`src/rtl/spi_slave_interface_if.sv`:
```
// SPI pin and register-bus bundle for spi_slave_interface.
// slave = view of the SPI slave block, master = view of the board/register side.
interface spi_slave_interface_if #(
  parameter int unsigned ADDR_W = 8,
  parameter int unsigned DATA_W = 32
);
  logic              spi_sclk;
  logic              spi_mosi;
  logic              spi_miso;
  logic              spi_cs_n;
  logic [ADDR_W-1:0] reg_addr;
  logic [DATA_W-1:0] reg_wdata;
  logic [DATA_W-1:0] reg_rdata;
  logic              reg_write;
  logic              reg_read;

  modport slave (
    input  spi_sclk,
    input  spi_mosi,
    input  spi_cs_n,
    input  reg_rdata,
    output spi_miso,
    output reg_addr,
    output reg_wdata,
    output reg_write,
    output reg_read
  );

  modport master (
    output spi_sclk,
    output spi_mosi,
    output spi_cs_n,
    output reg_rdata,
    input  spi_miso,
    input  reg_addr,
    input  reg_wdata,
    input  reg_write,
    input  reg_read
  );
endinterface

```
`src/rtl/spi_slave_interface.sv`:
```
// SPI mode-0 slave bridging an external master to the 32-bit register bus.
// Define SPI_MSB_FIRST_EN for MSB-first shifting; default is LSB-first.
module spi_slave_interface #(
  parameter int unsigned ADDR_W      = 8,
  parameter int unsigned DATA_W      = 32,
  parameter int unsigned SYNC_STAGES = 2
) (
  input logic                  clk,
  input logic                  rst,
  spi_slave_interface_if.slave bus
);

  localparam int unsigned SYNC_N  = (SYNC_STAGES < 2) ? 2 : SYNC_STAGES;
  localparam int unsigned FRAME_W = ADDR_W + DATA_W;
  localparam int unsigned CNT_W   = $clog2(FRAME_W + 1);
  localparam logic [CNT_W-1:0] ADDR_END  = CNT_W'(ADDR_W);
  localparam logic [CNT_W-1:0] FRAME_END = CNT_W'(FRAME_W);

  typedef enum logic [1:0] {
    ST_IDLE,
    ST_ADDR,
    ST_DATA,
    ST_DONE
  } state_e;

  logic [SYNC_N-1:0] sclk_sync_q;
  logic [SYNC_N-1:0] mosi_sync_q;
  logic [SYNC_N-1:0] csn_sync_q;
  logic              sclk_prev_q;
  logic              csn_prev_q;

  state_e            state_q;
  logic [CNT_W-1:0]  cnt_q;
  logic [ADDR_W-1:0] addr_sh_q;
  logic [DATA_W-1:0] data_sh_q;
  logic [DATA_W-1:0] tx_q;
  logic              addr_done_q;
  logic              frame_done_q;

  logic [ADDR_W-1:0] reg_addr_q;
  logic [DATA_W-1:0] reg_wdata_q;
  logic              reg_write_q;
  logic              reg_read_q;
  logic              miso_q;

  logic              sclk_s;
  logic              mosi_s;
  logic              csn_s;
  logic              sclk_rise;
  logic              sclk_fall;
  logic              csn_rise;
  logic              csn_fall;

  logic [ADDR_W-1:0] addr_sh_d;
  logic [DATA_W-1:0] data_sh_d;
  logic [DATA_W-1:0] tx_sh_d;
  logic              tx_bit_d;
  logic              rdata_first;

  assign sclk_s    = sclk_sync_q[SYNC_N-1];
  assign mosi_s    = mosi_sync_q[SYNC_N-1];
  assign csn_s     = csn_sync_q[SYNC_N-1];
  assign sclk_rise = sclk_s & ~sclk_prev_q;
  assign sclk_fall = ~sclk_s & sclk_prev_q;
  assign csn_rise  = csn_s & ~csn_prev_q;
  assign csn_fall  = ~csn_s & csn_prev_q;

  // Shifting in at the far end is equivalent to writing bit[count] once the field is full.
  always_comb begin
    addr_sh_d   = addr_sh_q;
    data_sh_d   = data_sh_q;
    tx_sh_d     = tx_q;
    tx_bit_d    = 1'b0;
    rdata_first = 1'b0;
`ifdef SPI_MSB_FIRST_EN
    addr_sh_d   = {addr_sh_q[ADDR_W-2:0], mosi_s};
    data_sh_d   = {data_sh_q[DATA_W-2:0], mosi_s};
    tx_sh_d     = {tx_q[DATA_W-2:0], 1'b0};
    tx_bit_d    = tx_q[DATA_W-2];
    rdata_first = bus.reg_rdata[DATA_W-1];
`else
    addr_sh_d   = {mosi_s, addr_sh_q[ADDR_W-1:1]};
    data_sh_d   = {mosi_s, data_sh_q[DATA_W-1:1]};
    tx_sh_d     = {1'b0, tx_q[DATA_W-1:1]};
    tx_bit_d    = tx_q[1];
    rdata_first = bus.reg_rdata[0];
`endif
  end

  // cs_n chain resets low so a cs_n held low through reset never looks like a falling edge.
  always_ff @(posedge clk or posedge rst) begin
    if (rst) begin
      sclk_sync_q  <= '0;
      mosi_sync_q  <= '0;
      csn_sync_q   <= '0;
      sclk_prev_q  <= 1'b0;
      csn_prev_q   <= 1'b0;
      state_q      <= ST_IDLE;
      cnt_q        <= '0;
      addr_sh_q    <= '0;
      data_sh_q    <= '0;
      tx_q         <= '0;
      addr_done_q  <= 1'b0;
      frame_done_q <= 1'b0;
      reg_addr_q   <= '0;
      reg_wdata_q  <= '0;
      reg_write_q  <= 1'b0;
      reg_read_q   <= 1'b0;
      miso_q       <= 1'b0;
    end else begin
      sclk_sync_q <= {sclk_sync_q[SYNC_N-2:0], bus.spi_sclk};
      mosi_sync_q <= {mosi_sync_q[SYNC_N-2:0], bus.spi_mosi};
      csn_sync_q  <= {csn_sync_q[SYNC_N-2:0], bus.spi_cs_n};
      sclk_prev_q <= sclk_s;
      csn_prev_q  <= csn_s;
      reg_read_q  <= 1'b0;

      if (addr_done_q) begin
        addr_done_q <= 1'b0;
        reg_addr_q  <= addr_sh_q;
        reg_read_q  <= 1'b1;
      end

      if (reg_read_q) begin
        tx_q <= bus.reg_rdata;
        if (state_q == ST_DATA) begin
          miso_q <= rdata_first;
        end
      end

      if (frame_done_q) begin
        frame_done_q <= 1'b0;
        reg_wdata_q  <= data_sh_q;
        reg_write_q  <= 1'b1;
      end

      // cs_n release outranks any SCLK edge seen in the same cycle.
      if (csn_rise) begin
        state_q <= ST_IDLE;
        miso_q  <= 1'b0;
      end else begin
        case (state_q)
          ST_IDLE: begin
            if (csn_fall) begin
              state_q     <= ST_ADDR;
              cnt_q       <= '0;
              reg_write_q <= 1'b0;
              miso_q      <= 1'b0;
            end
          end
          ST_ADDR: begin
            if (sclk_rise) begin
              addr_sh_q <= addr_sh_d;
              cnt_q     <= cnt_q + 1'b1;
              if (cnt_q == ADDR_END - 1'b1) begin
                state_q     <= ST_DATA;
                addr_done_q <= 1'b1;
              end
            end
          end
          ST_DATA: begin
            if (sclk_rise) begin
              data_sh_q <= data_sh_d;
              cnt_q     <= cnt_q + 1'b1;
              if (cnt_q == FRAME_END - 1'b1) begin
                state_q      <= ST_DONE;
                frame_done_q <= 1'b1;
              end
            end else if (sclk_fall && (cnt_q > ADDR_END)) begin
              // First data-phase fall keeps rdata bit 0 on the line; later falls advance.
              tx_q   <= tx_sh_d;
              miso_q <= tx_bit_d;
            end
          end
          ST_DONE: begin
          end
          default: begin
            state_q <= ST_IDLE;
          end
        endcase
      end
    end
  end

  assign bus.spi_miso  = miso_q;
  assign bus.reg_addr  = reg_addr_q;
  assign bus.reg_wdata = reg_wdata_q;
  assign bus.reg_write = reg_write_q;
  assign bus.reg_read  = reg_read_q;

endmodule

```
`src/flat_wrapper.sv`:
```
// flat-port wrapper written by rule: the top's interface ports become plain ports
module spi_slave_interface_flat 
#(
  parameter int unsigned ADDR_W      = 8,
  parameter int unsigned DATA_W      = 32,
  parameter int unsigned SYNC_STAGES = 2
)
  (clk, rst, bus_spi_sclk, bus_spi_mosi, bus_spi_cs_n, bus_reg_rdata, bus_spi_miso, bus_reg_addr, bus_reg_wdata, bus_reg_write, bus_reg_read);
  spi_slave_interface_if #(.ADDR_W(ADDR_W), .DATA_W(DATA_W)) bus_i ();
  input logic clk;
  input logic rst;
  input wire logic [$bits(bus_i.spi_sclk)-1:0] bus_spi_sclk;
  input wire logic [$bits(bus_i.spi_mosi)-1:0] bus_spi_mosi;
  input wire logic [$bits(bus_i.spi_cs_n)-1:0] bus_spi_cs_n;
  input wire logic [$bits(bus_i.reg_rdata)-1:0] bus_reg_rdata;
  output wire logic [$bits(bus_i.spi_miso)-1:0] bus_spi_miso;
  output wire logic [$bits(bus_i.reg_addr)-1:0] bus_reg_addr;
  output wire logic [$bits(bus_i.reg_wdata)-1:0] bus_reg_wdata;
  output wire logic [$bits(bus_i.reg_write)-1:0] bus_reg_write;
  output wire logic [$bits(bus_i.reg_read)-1:0] bus_reg_read;
  assign bus_i.spi_sclk = bus_spi_sclk;
  assign bus_i.spi_mosi = bus_spi_mosi;
  assign bus_i.spi_cs_n = bus_spi_cs_n;
  assign bus_i.reg_rdata = bus_reg_rdata;
  assign bus_spi_miso = bus_i.spi_miso;
  assign bus_reg_addr = bus_i.reg_addr;
  assign bus_reg_wdata = bus_i.reg_wdata;
  assign bus_reg_write = bus_i.reg_write;
  assign bus_reg_read = bus_i.reg_read;
  spi_slave_interface #(.ADDR_W(ADDR_W), .DATA_W(DATA_W), .SYNC_STAGES(SYNC_STAGES)) u_core (.clk(clk), .rst(rst), .bus(bus_i));
endmodule
```
`config.mk`:
```
export PLATFORM = sky130hd
export DESIGN_NAME = spi_slave_interface_flat
export DESIGN_NICKNAME = d
export VERILOG_FILES = /design/src/rtl/spi_slave_interface_if.sv /design/src/rtl/spi_slave_interface.sv /design/src/flat_wrapper.sv
export SDC_FILE = /design/constraint.sdc
export NUM_CORES = 1
export LEC_CHECK = 0
export CAP_MARGIN = 20
export CELL_PAD_IN_SITES_DETAIL_PLACEMENT = 0
export CELL_PAD_IN_SITES_GLOBAL_PLACEMENT = 2
export CORE_UTILIZATION = 48
export CTS_CLUSTER_DIAMETER = 120
export DETAILED_ROUTE_END_ITERATION = 10
export DONT_BUFFER_PORTS = 1
export PLACE_DENSITY = 0.86
export SLEW_MARGIN = 20
export SYNTH_ARGS = -nofsm -noshare
export SYNTH_HDL_FRONTEND = slang
export SYNTH_SLANG_ARGS = --single-unit
```
`constraint.sdc`:
```
create_clock -name clk -period 8.27 [get_ports clk]
set_clock_uncertainty 0.2 [all_clocks]
set_input_delay 2.481 -clock clk [delete_from_list [all_inputs] [get_ports clk]]
set_output_delay 2.481 -clock clk [all_outputs]
set_load 0.01 [all_outputs]
```
; ---- After elaboration in Yosys (flattened, before gate mapping)
; Cells that the tools add are included.
[classes]
add_sub_neg = 1
magnitude_cmp = 1
eq_ne = 11
muxes = 35
n_bitwise = 9
reduce_logical = 9
[ops]
columns = operator, count
row1 = 32-bit 2-to-1 mux, 5
row2 = 1-bit 2-to-1 mux, 19
row3 = 2-bit 2-to-1 mux, 6
row4 = 6-bit 2-to-1 mux, 2
row5 = 3-bit by 1-bit inequality test with 1-bit output (second input constant), 4
row6 = 6-bit one-hot mux with 2 select lines, 1
row7 = 6-bit by 1-bit adder with 6-bit output (second input constant), 1
row8 = 6-bit by 3-bit == test with 1-bit output (second input constant), 1
row9 = 6-bit == test (second input constant), 1
row10 = 6-bit by 4-bit greater-than comparator with 1-bit output (second input constant), 1
row11 = 2-bit one-hot mux with 3 select lines, 1
row12 = 3-bit AND reduction, 2
row13 = 6-bit AND reduction, 1
row14 = 1-bit NOT, 5
row15 = 1-bit bitwise AND, 4
row16 = 2-bit by 1-bit inequality test with 1-bit output (second input constant), 2
row17 = 4-bit AND reduction, 1
row18 = 4-bit nonzero test, 1
row19 = 3-bit by 2-bit inequality test with 1-bit output (second input constant), 1
row20 = 2-bit by 1-bit == test with 1-bit output (second input constant), 1
row21 = 2-bit == test (second input constant), 1
row22 = 2-bit logical NOT, 1
row23 = 1-bit one-hot mux with 2 select lines, 1
row24 = 2-bit nonzero test, 1
row25 = other kinds (2), 2
[totals]
regBits = 133
out_inout_bits = 43
word_cells = 83

; ---- Depth between registers and ports, before layout
; Gate-level depths: netlist of run 1.
[logic_depth]
ltp_word = 7
ltp_mapped = 7
depth_no_buf = 6

; ---- Least setup slack after synthesis of run 1
; No wires, ideal clock.
[synth_timing]
kind = in2reg
from = in bus_reg_rdata[14]
to = reg u_core.tx_q[14]
setup_ps = 125
arrival_ps = 3012
slack_ps = 4933
stages = 2
path_buffers = 0
cell_sequence = mux2_1 > mux2_4
[synth_via]
elab_chain_cells = 5
[synth_lines]
columns = element, line
row1 = from (decl), flat_wrapper.sv:15  ; input wire logic [$bits(bus_i.reg_rdata)-1:0] bus_reg_rdata;
row2 = 32-bit 2-to-1 mux (*), spi_slave_interface.sv:124  ; if (reg_read_q) begin
row3 = 32-bit 2-to-1 mux, spi_slave_interface.sv:169  ; end else if (sclk_fall && (cnt_q > ADDR_END)) begin
row4 = 32-bit 2-to-1 mux, spi_slave_interface.sv:162  ; if (sclk_rise) begin
row5 = 32-bit 2-to-1 mux, spi_slave_interface.sv:142  ; case (state_q)
row6 = 32-bit 2-to-1 mux (*), spi_slave_interface.sv:138  ; if (csn_rise) begin
row7 = to (signal assigned), spi_slave_interface.sv:125  ; tx_q <= bus.reg_rdata;
row8 = to (signal assigned), spi_slave_interface.sv:171  ; tx_q <= tx_sh_d;
row9 = to (decl), spi_slave_interface.sv:36  ; logic [DATA_W-1:0] tx_q;
; Mark *: on every way between the ends. The rest lies on a longest branch, timed or not.
; A chain may end at the register's enable or synchronous reset.

; ---- Worst setup path in the final report of run 1
[layout_timing]
from = reg u_core.reg_read_q (netlist: u_core.bus.reg_read)
to = out bus_reg_read
[layout_rtl]
columns = element, line
row1 = from (decl), spi_slave_interface.sv:43  ; logic reg_read_q;
row2 = from (signal assigned), spi_slave_interface.sv:108  ; reg_read_q <= 1'b0;
row3 = from (signal assigned), spi_slave_interface.sv:116  ; reg_read_q <= 1'b0;
row4 = from (signal assigned), spi_slave_interface.sv:121  ; reg_read_q <= 1'b1;
row5 = to (decl), flat_wrapper.sv:20  ; output wire logic [$bits(bus_i.reg_read)-1:0] bus_reg_read;
; No word-level cell between the ends.

==> results of run 1 <==
==> through the flow <==
stage / util (%) / setup slack, ns
2_1_floorplan: - / 2.06
3_3_place_gp: 50.2 / 4.24
3_5_place_dp: 50.2 / 4.19
4_1_cts: 55.8 / 4.45
5_1_grt: 55.8 / 4.40
6_report: 55.8 / 4.47
==> layer usage <==
metal	vias up	share of wire, %
li1	1315	-
met1	1502	45
met2	44	50
met3	8	4.7
met4	0	1.1
met5	-	0
==> cells by family (layout without fill, tap and decap cells) <==
kind of cell | Yosys count | in the layout | share of synthesized area [%]
AOI/OAI and AO/OA | 18 | 18 | 2.50
adders and majority gates | 7 | 7 | 1.56
buffers and inverters | 23 | 41 | 2.03
DFF | 132 | 132 | 58.9
muxes | 145 | 145 | 30.9
and+or+nand+nor | 40 | 40 | 4.08
==> where the power goes <==
part | switching [W] | internal, W | leakage, nW | total, W
Sequential | 0.0000275 | 0.000680 | 1.81 | 0.000707
Combinational | 0.0000920 | 0.0000676 | 1.03 | 0.000160
Clock | 0.000271 | 0.000521 | 0.303 | 0.000792
==> cell usage in the layout (no fill, tap or decap), types with 2 or more instances in the layout <==
cell type and n:
mux2i_1 5, ha_1 7, clkinvlp_4 2, nor2_1 3
mux2_4 29, o21a_1 2, nor3_1 4, nand2_1 7
a31o_2 2, buf_4 3, inv_1 5, mux2_1 3
clkbuf_16 17, dfrtp_1 132, nor2b_1 2, and3_1 2
clkinv_4 3, mux2_2 108, bufinv_16 4, nand3_1 6
nand2b_1 8, clkbuf_8 2, a21oi_1 2, a22o_1 2
and2_1 3, inv_6 2
==> layout make-up <==
type,count,area [um2]
fillers,930,5050
clock inverters,11,175
repair buffers,4,33.8
clock buffers,20,457
well taps,143,179
inverters,6,27.5
multi-input cells,210,2200
flip-flops and latches,132,3300
==> path summary, 6_finish.rpt <==
kind,startpoint,end,slack [ns],depth (start not counted)
max,u_core.bus.reg_read$_DFF_PP0_,bus_reg_read,4.47,1
min,u_core.csn_sync_q[0]$_DFF_PP0_,u_core.csn_sync_q[1]$_DFF_PP0_,0.15,0
max reg2reg,u_core.state_q[0]$_DFFE_PP0P_,u_core.data_sh_q[26]$_DFFE_PP0P_,5.87,4
min reg2reg,u_core.csn_sync_q[0]$_DFF_PP0_,u_core.csn_sync_q[1]$_DFF_PP0_,0.15,0
max in group asynchronous,rst,u_core.sclk_sync_q[1]$_DFF_PP0_,5.04,2
min in group asynchronous,rst,u_core.bus.reg_wdata[21]$_DFFE_PP0P_,1.75,1
==> state kept, by name, indices dropped and copies added (netlist names), 2 cells and up <==
signal	cells
u_core.state_q	2
u_core.sclk_sync_q	2
u_core.addr_sh_q	8
u_core.tx_q	31
u_core.bus.reg_wdata	32
u_core.data_sh_q	32
u_core.cnt_q	6
u_core.mosi_sync_q	2
u_core.bus.reg_addr	8
u_core.csn_sync_q	2
==> impl_metrics.py, run 1 <==
metrics = {
    "cts": {
        "clkSinkCount": 132,
        "clk_latency_ns": 0.41,
        "htreeDepth": 4,
        "ctsHoldBuffers": 0,
        "cts_buffers": 17,
        "cts_tree": "done",
        "clkTransAtPathRegs_ns": 0.06,
        "root_buffer": "clkbuf_16",
        "post_cts_buffers": 0,
        "cts_resized": 0,
        "cts_buffer_depth": 2,
    },
    "yosys": {
        "netlist_instances": 365,
        "synthTopCellsByCount": "dfrtp_1 (132), mux2_2 (108), mux2_4 (29)",
        "synth_warnings": 0,
        "synth.distinct_cells": 36,
        "synth_edf_count": 0,
        "synth-seq-cells": 132,
        "synth-main-ff-cell": "dfrtp_1",
        "yosysSeqAreaShare_pct": 58.9,
        "synth_area_um2": 5610,
        "post-synth-top-count-cell": "dfrtp_1",
        "synth-async-reset-ratio_pct": 100,
        "synth_area_leaders": "dfrtp_1 (59%), mux2_2 (22%), mux2_4 (7.8%)",
        "synth_top_area_share_pct": 58.9,
        "synth_nets": 409,
        "synth_top_area_cell": "dfrtp_1",
        "syn_area_per_cell_um2": 15.4,
    },
    "global_routing": {
        "first_global_vias": 3005,
        "use_met3_pct": 6.70,
        "grt_first_pass_wirelength_um": 15200,
        "grt_max_degree": 87,
        "antenna_found_initial": 0,
        "grt_overflow": 0,
        "met1_usage_pct": 20.7,
        "use_met2_pct": 26.7,
        "grt.busiest_layer": "met2",
        "grt_use_total_pct": 16.8,
    },
    "setup_path": {
        "cpPeakStageDelay_ns": 0.39,
        "startpoint_type": "flop",
        "cp.required_ns": 5.59,
        "crit_type": "reg2out",
        "critical-path-top-delay-family": "buffers and inverters",
        "critPathCaptureType": "output port",
        "cp_cell_sequence": "buf_4",
        "crit_path_top_delay_cell": "buf_4",
        "critPathArrivalTime_ns": 1.12,
        "path_max_fanout": 33,
        "critPathBufInv": 1,
    },
    "sta": {
        "worst_hold_slack_ns": 0.148,
        "tightest_slew_ns": 0.839,
        "setup_viol": 0,
        "drv_slew": 0,
        "final.min_clock_period_ns": 3.80,
        "setup_tns_ns": 0,
        "fin_crit_sh_pct": 46.0,
        "hold_violations": 0,
        "relSlewSlack_pct": 44.0,
        "fmax_mhz": 263,
        "rsz0062_at_grt": "no",
    },
    "placement": {
        "placedCellCount": 495,
        "dpl.hpwl_um": 5860,
        "portBuffers": 0,
        "place_congestion": 0.762,
        "dpl_cell_area_um2": 5740,
    },
    "flow_run": {
        "cap_violations": 0,
    },
    "power": {
        "p_per_area_nw_per_um2": 260,
        "max-vdd-ir-drop_mv": 0.173,
        "power_w": 0.00166,
        "power_leakage_nw": 3.14,
    },
    "layout": {
        "num_antenna_cells": 0,
        "area_delta_synth_final_pct": 13.6,
        "layout.nets": 415,
        "stdcell_count": 526,
        "fin_area_um2": 6370,
        "drive_above_1_share_pct": 46.2,
    },
    "detailed_routing": {
        "finalWirelength_um": 9390,
        "drt_iter0_markers": 123,
        "routedWlPerCell_um": 17.9,
        "antenna_left": 0,
        "viasPerCell": 5.45,
        "drc": 0,
        "drt_pass1_iterations": 4,
        "num_vias": 2869,
    },
    "die": {
        "ios": 80,
        "rows": 39,
        "core_region_area_um2": 11400,
        "die_y_um": 110,
        "die_area_um2": 12100,
        "start_util_pct": 49.1,
        "die_x_um": 110,
    },
    "outcome": {
        "status": "complete, no violations",
    },
    "min_path": {
        "min_path_type": "reg2reg",
    },
}
(Power assumes the default switching activity.)
==> inputs of run 2 (changes only) <==
--- a/config.mk
+++ b/config.mk
@@ -8,11 +8,11 @@
 export CAP_MARGIN = 20
 export CELL_PAD_IN_SITES_DETAIL_PLACEMENT = 0
 export CELL_PAD_IN_SITES_GLOBAL_PLACEMENT = 2
-export CORE_UTILIZATION = 48
+export CORE_UTILIZATION = 45
 export CTS_CLUSTER_DIAMETER = 120
 export DETAILED_ROUTE_END_ITERATION = 10
 export DONT_BUFFER_PORTS = 1
-export PLACE_DENSITY = 0.86
+export PLACE_DENSITY = 0.82
 export SLEW_MARGIN = 20
 export SYNTH_ARGS = -nofsm -noshare
 export SYNTH_HDL_FRONTEND = slang
==> constraint.sdc (replaced) <==
create_clock -name clk -period 3.9 [get_ports clk]
set_clock_uncertainty 0.2 [all_clocks]
set_input_delay 1.17 -clock clk [delete_from_list [all_inputs] [get_ports clk]]
set_output_delay 1.17 -clock clk [all_outputs]
set_load 0.01 [all_outputs]
==> impl_metrics.py, run 2 (same netlist as run 1, synthesis figures left out) <==
metrics = {
    "die": {
        "rows": 40,
        "start_util_pct": 46.5,
        "core_region_area_um2": 12100,
        "die_y_um": 114,
        "die_area_um2": 12900,
        "die_x_um": 114,
        "ios": 80,
    },
    "global_routing": {
        "use_met3_pct": 6.64,
        "grt_max_degree": 84,
        "grt_use_total_pct": 15.6,
        "grt_first_pass_wirelength_um": 15200,
        "met1_usage_pct": 20.7,
        "use_met2_pct": 22.4,
        "first_global_vias": 2973,
        "grt_overflow": 0,
        "grt.busiest_layer": "met2",
        "antenna_found_initial": 0,
    },
    "min_path": {
        "min_path_type": "reg2reg",
        "hp-start": "u_core.csn_sync_q[0]$_DFF_PP0_",
        "holdPathStages": 0,
        "hold_end": "u_core.csn_sync_q[1]$_DFF_PP0_",
    },
    "cts": {
        "htreeDepth": 4,
        "ctsHoldBuffers": 0,
        "cts_resized": 0,
        "cts_tree": "done",
        "clkTransAtPathRegs_ns": 0.05,
        "clk_latency_ns": 0.41,
        "cts_buffers": 17,
        "post_cts_buffers": 0,
        "root_buffer": "clkbuf_16",
        "clkSinkCount": 132,
        "cts_buffer_depth": 2,
    },
    "sta": {
        "rsz0062_at_grt": "no",
        "hold_violations": 0,
        "tightest_slew_ns": 0.839,
        "relSlewSlack_pct": 44.0,
        "setup_tns_ns": 0,
        "setup_viol": 0,
        "fin_ws_ns": 1.46,
        "fin_crit_sh_pct": 62.6,
        "fmax_mhz": 409,
        "final.min_clock_period_ns": 2.44,
        "drv_slew": 0,
    },
    "detailed_routing": {
        "num_vias": 2864,
        "drc": 0,
        "routedWlPerCell_um": 16.3,
        "drt_iter0_markers": 141,
        "antenna_left": 0,
        "viasPerCell": 5.18,
        "drt_pass1_iterations": 4,
        "finalWirelength_um": 9040,
    },
    "placement": {
        "place_congestion": 0.763,
        "placedCellCount": 521,
        "dpl_worst_slack_ns": 1.52,
        "dpl.hpwl_um": 5780,
        "portBuffers": 0,
    },
    "flow_run": {
        "cap_violations": 0,
    },
    "setup_path": {
        "r2r-end": "u_core.data_sh_q[18]$_DFFE_PP0P_",
        "crit_type": "reg2out",
        "startpoint_type": "flop",
        "critPathArrivalTime_ns": 1.07,
        "path_max_fanout": 11,
        "r2r_slack_ns": 1.55,
        "r2r_start": "u_core.state_q[0]$_DFFE_PP0P_",
        "ff2ff_path_depth": 4,
        "cp.required_ns": 2.53,
        "critPathCaptureType": "output port",
    },
    "layout": {
        "stdcell_count": 553,
        "layout_common_cells": "dfrtp_1 (132), mux2_2 (108), mux2_4 (29), clkbuf_16 (17), nand2b_1 (8)",
        "layout_commonest_cell": "dfrtp_1",
        "multi_input_area_um2": 2200,
        "drive_above_1_share_pct": 46.2,
        "num_antenna_cells": 0,
        "n_fill_cell": 1003,
        "seqCellArea_um2": 3300,
        "area_delta_synth_final_pct": 13.3,
        "layout.nets": 416,
    },
    "power": {
        "max-vdd-ir-drop_mv": 0.297,
        "p_per_area_nw_per_um2": 525,
        "power_leakage_nw": 3.12,
        "power_w": 0.00333,
    },
    "outcome": {
        "status": "complete, no violations",
    },
}
==> run 2: metrics by stage <==
step           utilization, %  hold slack, ns  area, um2
2_1_floorplan               -           0.131       5610
5_1_grt                  52.7           0.155       6350
6_report                 52.7           0.147       6350
3_3_place_gp             48.0           0.136       5790
4_1_cts                  52.7           0.149       6350
3_5_place_dp             48.0           0.136       5790
==> run 2: area by class of cell <==
cell class | count | share of cell area, %
Clock buffer | 23 | 7.68
Sequential cell | 132 | 52.0
Clock inverter | 9 | 1.22
Timing Repair Buffer | 5 | 0.788
Tap cell | 168 | 3.31
Multi-Input combinational cell | 210 | 34.6
Inverter | 6 | 0.414
==> run 2: metal layers <==
metal / share of wire [%] / routed length [um]
met3: 5.0 / 450
met2: 47 / 4220
met4: 1.3 / 122
met5: 0 / 0
met1: 47 / 4250
==> run 2: worst max path at each step <==
stage                                                   to  depth (start not counted)                     startpoint  slack [ns]
after global placement    u_core.data_sh_q[17]$_DFFE_PP0P_                          4  u_core.state_q[0]$_DFFE_PP0P_        1.57
after global routing       u_core.data_sh_q[4]$_DFFE_PP0P_                          4  u_core.state_q[0]$_DFFE_PP0P_        1.35
final                                         bus_reg_read                          0  u_core.bus.reg_read$_DFF_PP0_        1.46
after detailed placement   u_core.data_sh_q[4]$_DFFE_PP0P_                          4  u_core.state_q[0]$_DFFE_PP0P_        1.52
after floorplan               u_core.addr_done_q$_DFF_PP0_                          1                            rst        0.89
after CTS                                     bus_reg_read                          0  u_core.bus.reg_read$_DFF_PP0_        1.42
==> run 2: power by group <==
part           internal (W)  switching (W)  leakage, nW  total, W
registers           0.00144      0.0000560         1.81   0.00150
clock network      0.000937       0.000562        0.275   0.00150
logic              0.000144       0.000193         1.03  0.000337
total               0.00252       0.000811         3.12   0.00333
==> inputs of run 3 (changes only) <==
==> constraint.sdc (replaced) <==
create_clock -name clk -period 2.4 [get_ports clk]
set_clock_uncertainty 0.2 [all_clocks]
set_input_delay 0.72 -clock clk [delete_from_list [all_inputs] [get_ports clk]]
set_output_delay 0.72 -clock clk [all_outputs]
set_load 0.01 [all_outputs]
==> impl_metrics.py, run 3 (same netlist as run 1, synthesis figures left out) <==
metrics = {
    "placement": {
        "place_congestion": 0.781,
        "portBuffers": 0,
        "dpl_cell_area_um2": 5850,
        "dpl.hpwl_um": 5790,
        "dpl_worst_slack_ns": 0.266,
    },
    "layout": {
        "layout.nets": 419,
        "layout_commonest_cell": "dfrtp_1",
        "n_fill_cell": 1017,
        "area_delta_synth_final_pct": 15.7,
        "layout_common_cells": "dfrtp_1 (132), mux2_2 (108), mux2_4 (29), clkbuf_16 (17), nand2b_1 (8)",
        "final_util_pct": 53.8,
        "drive_above_1_share_pct": 46.9,
        "fin_area_um2": 6490,
        "num_antenna_cells": 0,
    },
    "die": {
        "ios": 80,
        "rows": 40,
        "start_util_pct": 46.5,
        "die_x_um": 114,
        "die_area_um2": 12900,
        "core_region_area_um2": 12100,
        "die_y_um": 114,
    },
    "detailed_routing": {
        "drt_iter0_markers": 148,
        "routedWlPerCell_um": 16.2,
        "viasPerCell": 5.10,
        "num_vias": 2837,
        "finalWirelength_um": 9000,
        "drc": 0,
        "drt_pass1_iterations": 3,
        "antenna_left": 0,
    },
    "min_path": {
        "min_path_type": "in2async",
    },
    "cts": {
        "clk_latency_ns": 0.41,
        "ctsHoldBuffers": 0,
        "cts_tree": "done",
        "clkSinkCount": 132,
        "post_cts_buffers": 0,
        "htreeDepth": 4,
        "clkTransAtPathRegs_ns": 0.05,
        "cts_resized": 0,
        "cts_buffers": 17,
        "root_buffer": "clkbuf_16",
        "cts_buffer_depth": 2,
    },
    "setup_path": {
        "startpoint_type": "flop",
        "critPathArrivalTime_ns": 2.20,
        "path_max_fanout": 31,
        "cp.required_ns": 2.49,
        "crit_type": "reg2reg",
        "critPathCaptureType": "flop",
    },
    "global_routing": {
        "antenna_found_initial": 0,
        "grt_max_degree": 70,
        "grt_first_pass_wirelength_um": 15300,
        "grt_overflow": 0,
        "first_global_vias": 2974,
        "grt_use_total_pct": 15.4,
    },
    "sta": {
        "hold_violations": 0,
        "final.min_clock_period_ns": 2.12,
        "relSlewSlack_pct": 68.2,
        "fin_ws_ns": 0.282,
        "fin_crit_sh_pct": 88.2,
        "tightest_slew_ns": 0.474,
        "worst_hold_slack_ns": 0.105,
        "setup_viol": 0,
        "drv_slew": 0,
        "rsz0062_at_grt": "no",
        "fmax_mhz": 472,
    },
    "power": {
        "power_leakage_nw": 3.19,
        "max-vdd-ir-drop_mv": 0.475,
        "power_w": 0.00577,
        "p_per_area_nw_per_um2": 889,
    },
    "outcome": {
        "status": "complete, no violations",
    },
    "flow_run": {
        "cap_violations": 0,
    },
}
## run 3: cell count changes in the layout (fill, tap and decap cells not counted)
cell | before | now
clkinv_4 | 0 | 3
inv_6 | 0 | 1
bufinv_16 | 1 | 4
buf_12 | 1 | 4
clkinv_2 | 5 | 2
clkbuf_1 | 2 | 1
clkbuf_8 | 4 | 3
clkinvlp_4 | 4 | 2
## run 3: worst paths after layout
kind | start | to | slack (ns) | cells after the start
min | rst | u_core.bus.reg_addr[3]$_DFFE_PP0P_ | 0.11 | 2
max in group asynchronous | rst | u_core.cnt_q[0]$_DFFE_PP0P_ | 1.58 | 2
max | u_core.state_q[0]$_DFFE_PP0P_ | u_core.tx_q[1]$_DFF_PP0_ | 0.28 | 6
min in group clk | bus_spi_cs_n | u_core.csn_sync_q[0]$_DFF_PP0_ | 0.14 | 0
min reg2reg | u_core.mosi_sync_q[0]$_DFF_PP0_ | u_core.mosi_sync_q[1]$_DFF_PP0_ | 0.15 | 0
max reg2reg | u_core.state_q[0]$_DFFE_PP0P_ | u_core.tx_q[1]$_DFF_PP0_ | 0.28 | 6
## run 3: critical path, cell delays in order, from the launching register on
cell     delay, ns
dfrtp_1       0.42
inv_1         0.10
ha_1          0.28
nand2_1       0.14
nor3_4        0.23
buf_12        0.27
mux2_2        0.36
## run 3: power by group
part           total [W]  internal [W]  switching [W]
sequential       0.00243       0.00234      0.0000922
combinational   0.000584      0.000266       0.000318
clock            0.00275       0.00183       0.000925
total            0.00577       0.00443        0.00134
## run 3: cell type report
class / count / area (um2) / area share [%]
well taps: 168 / 210 / 3.24
inverters: 6 / 26.3 / 0.405
multi-input cells: 210 / 2200 / 33.9
clock inverters: 11 / 173 / 2.66
flip-flops and latches: 132 / 3300 / 50.9
clock buffers: 21 / 470 / 7.25
repair buffers: 8 / 110 / 1.70
## run 3: per-layer routing
layer,global-route usage [%],vias up,share of wire [%]
li1,-,1327,-
met1,20.8,1460,47
met2,22.7,42,47
met3,5.31,8,4.1
met4,6.58,0,1.1
met5,0,-,0
## run 3: stage by stage
stage,setup TNS [ns],std cells
2_1_floorplan,-20.75,365
6_report,0,556
4_1_cts,0,556
5_1_grt,0,556
3_5_place_dp,0,524
3_3_place_gp,0,524
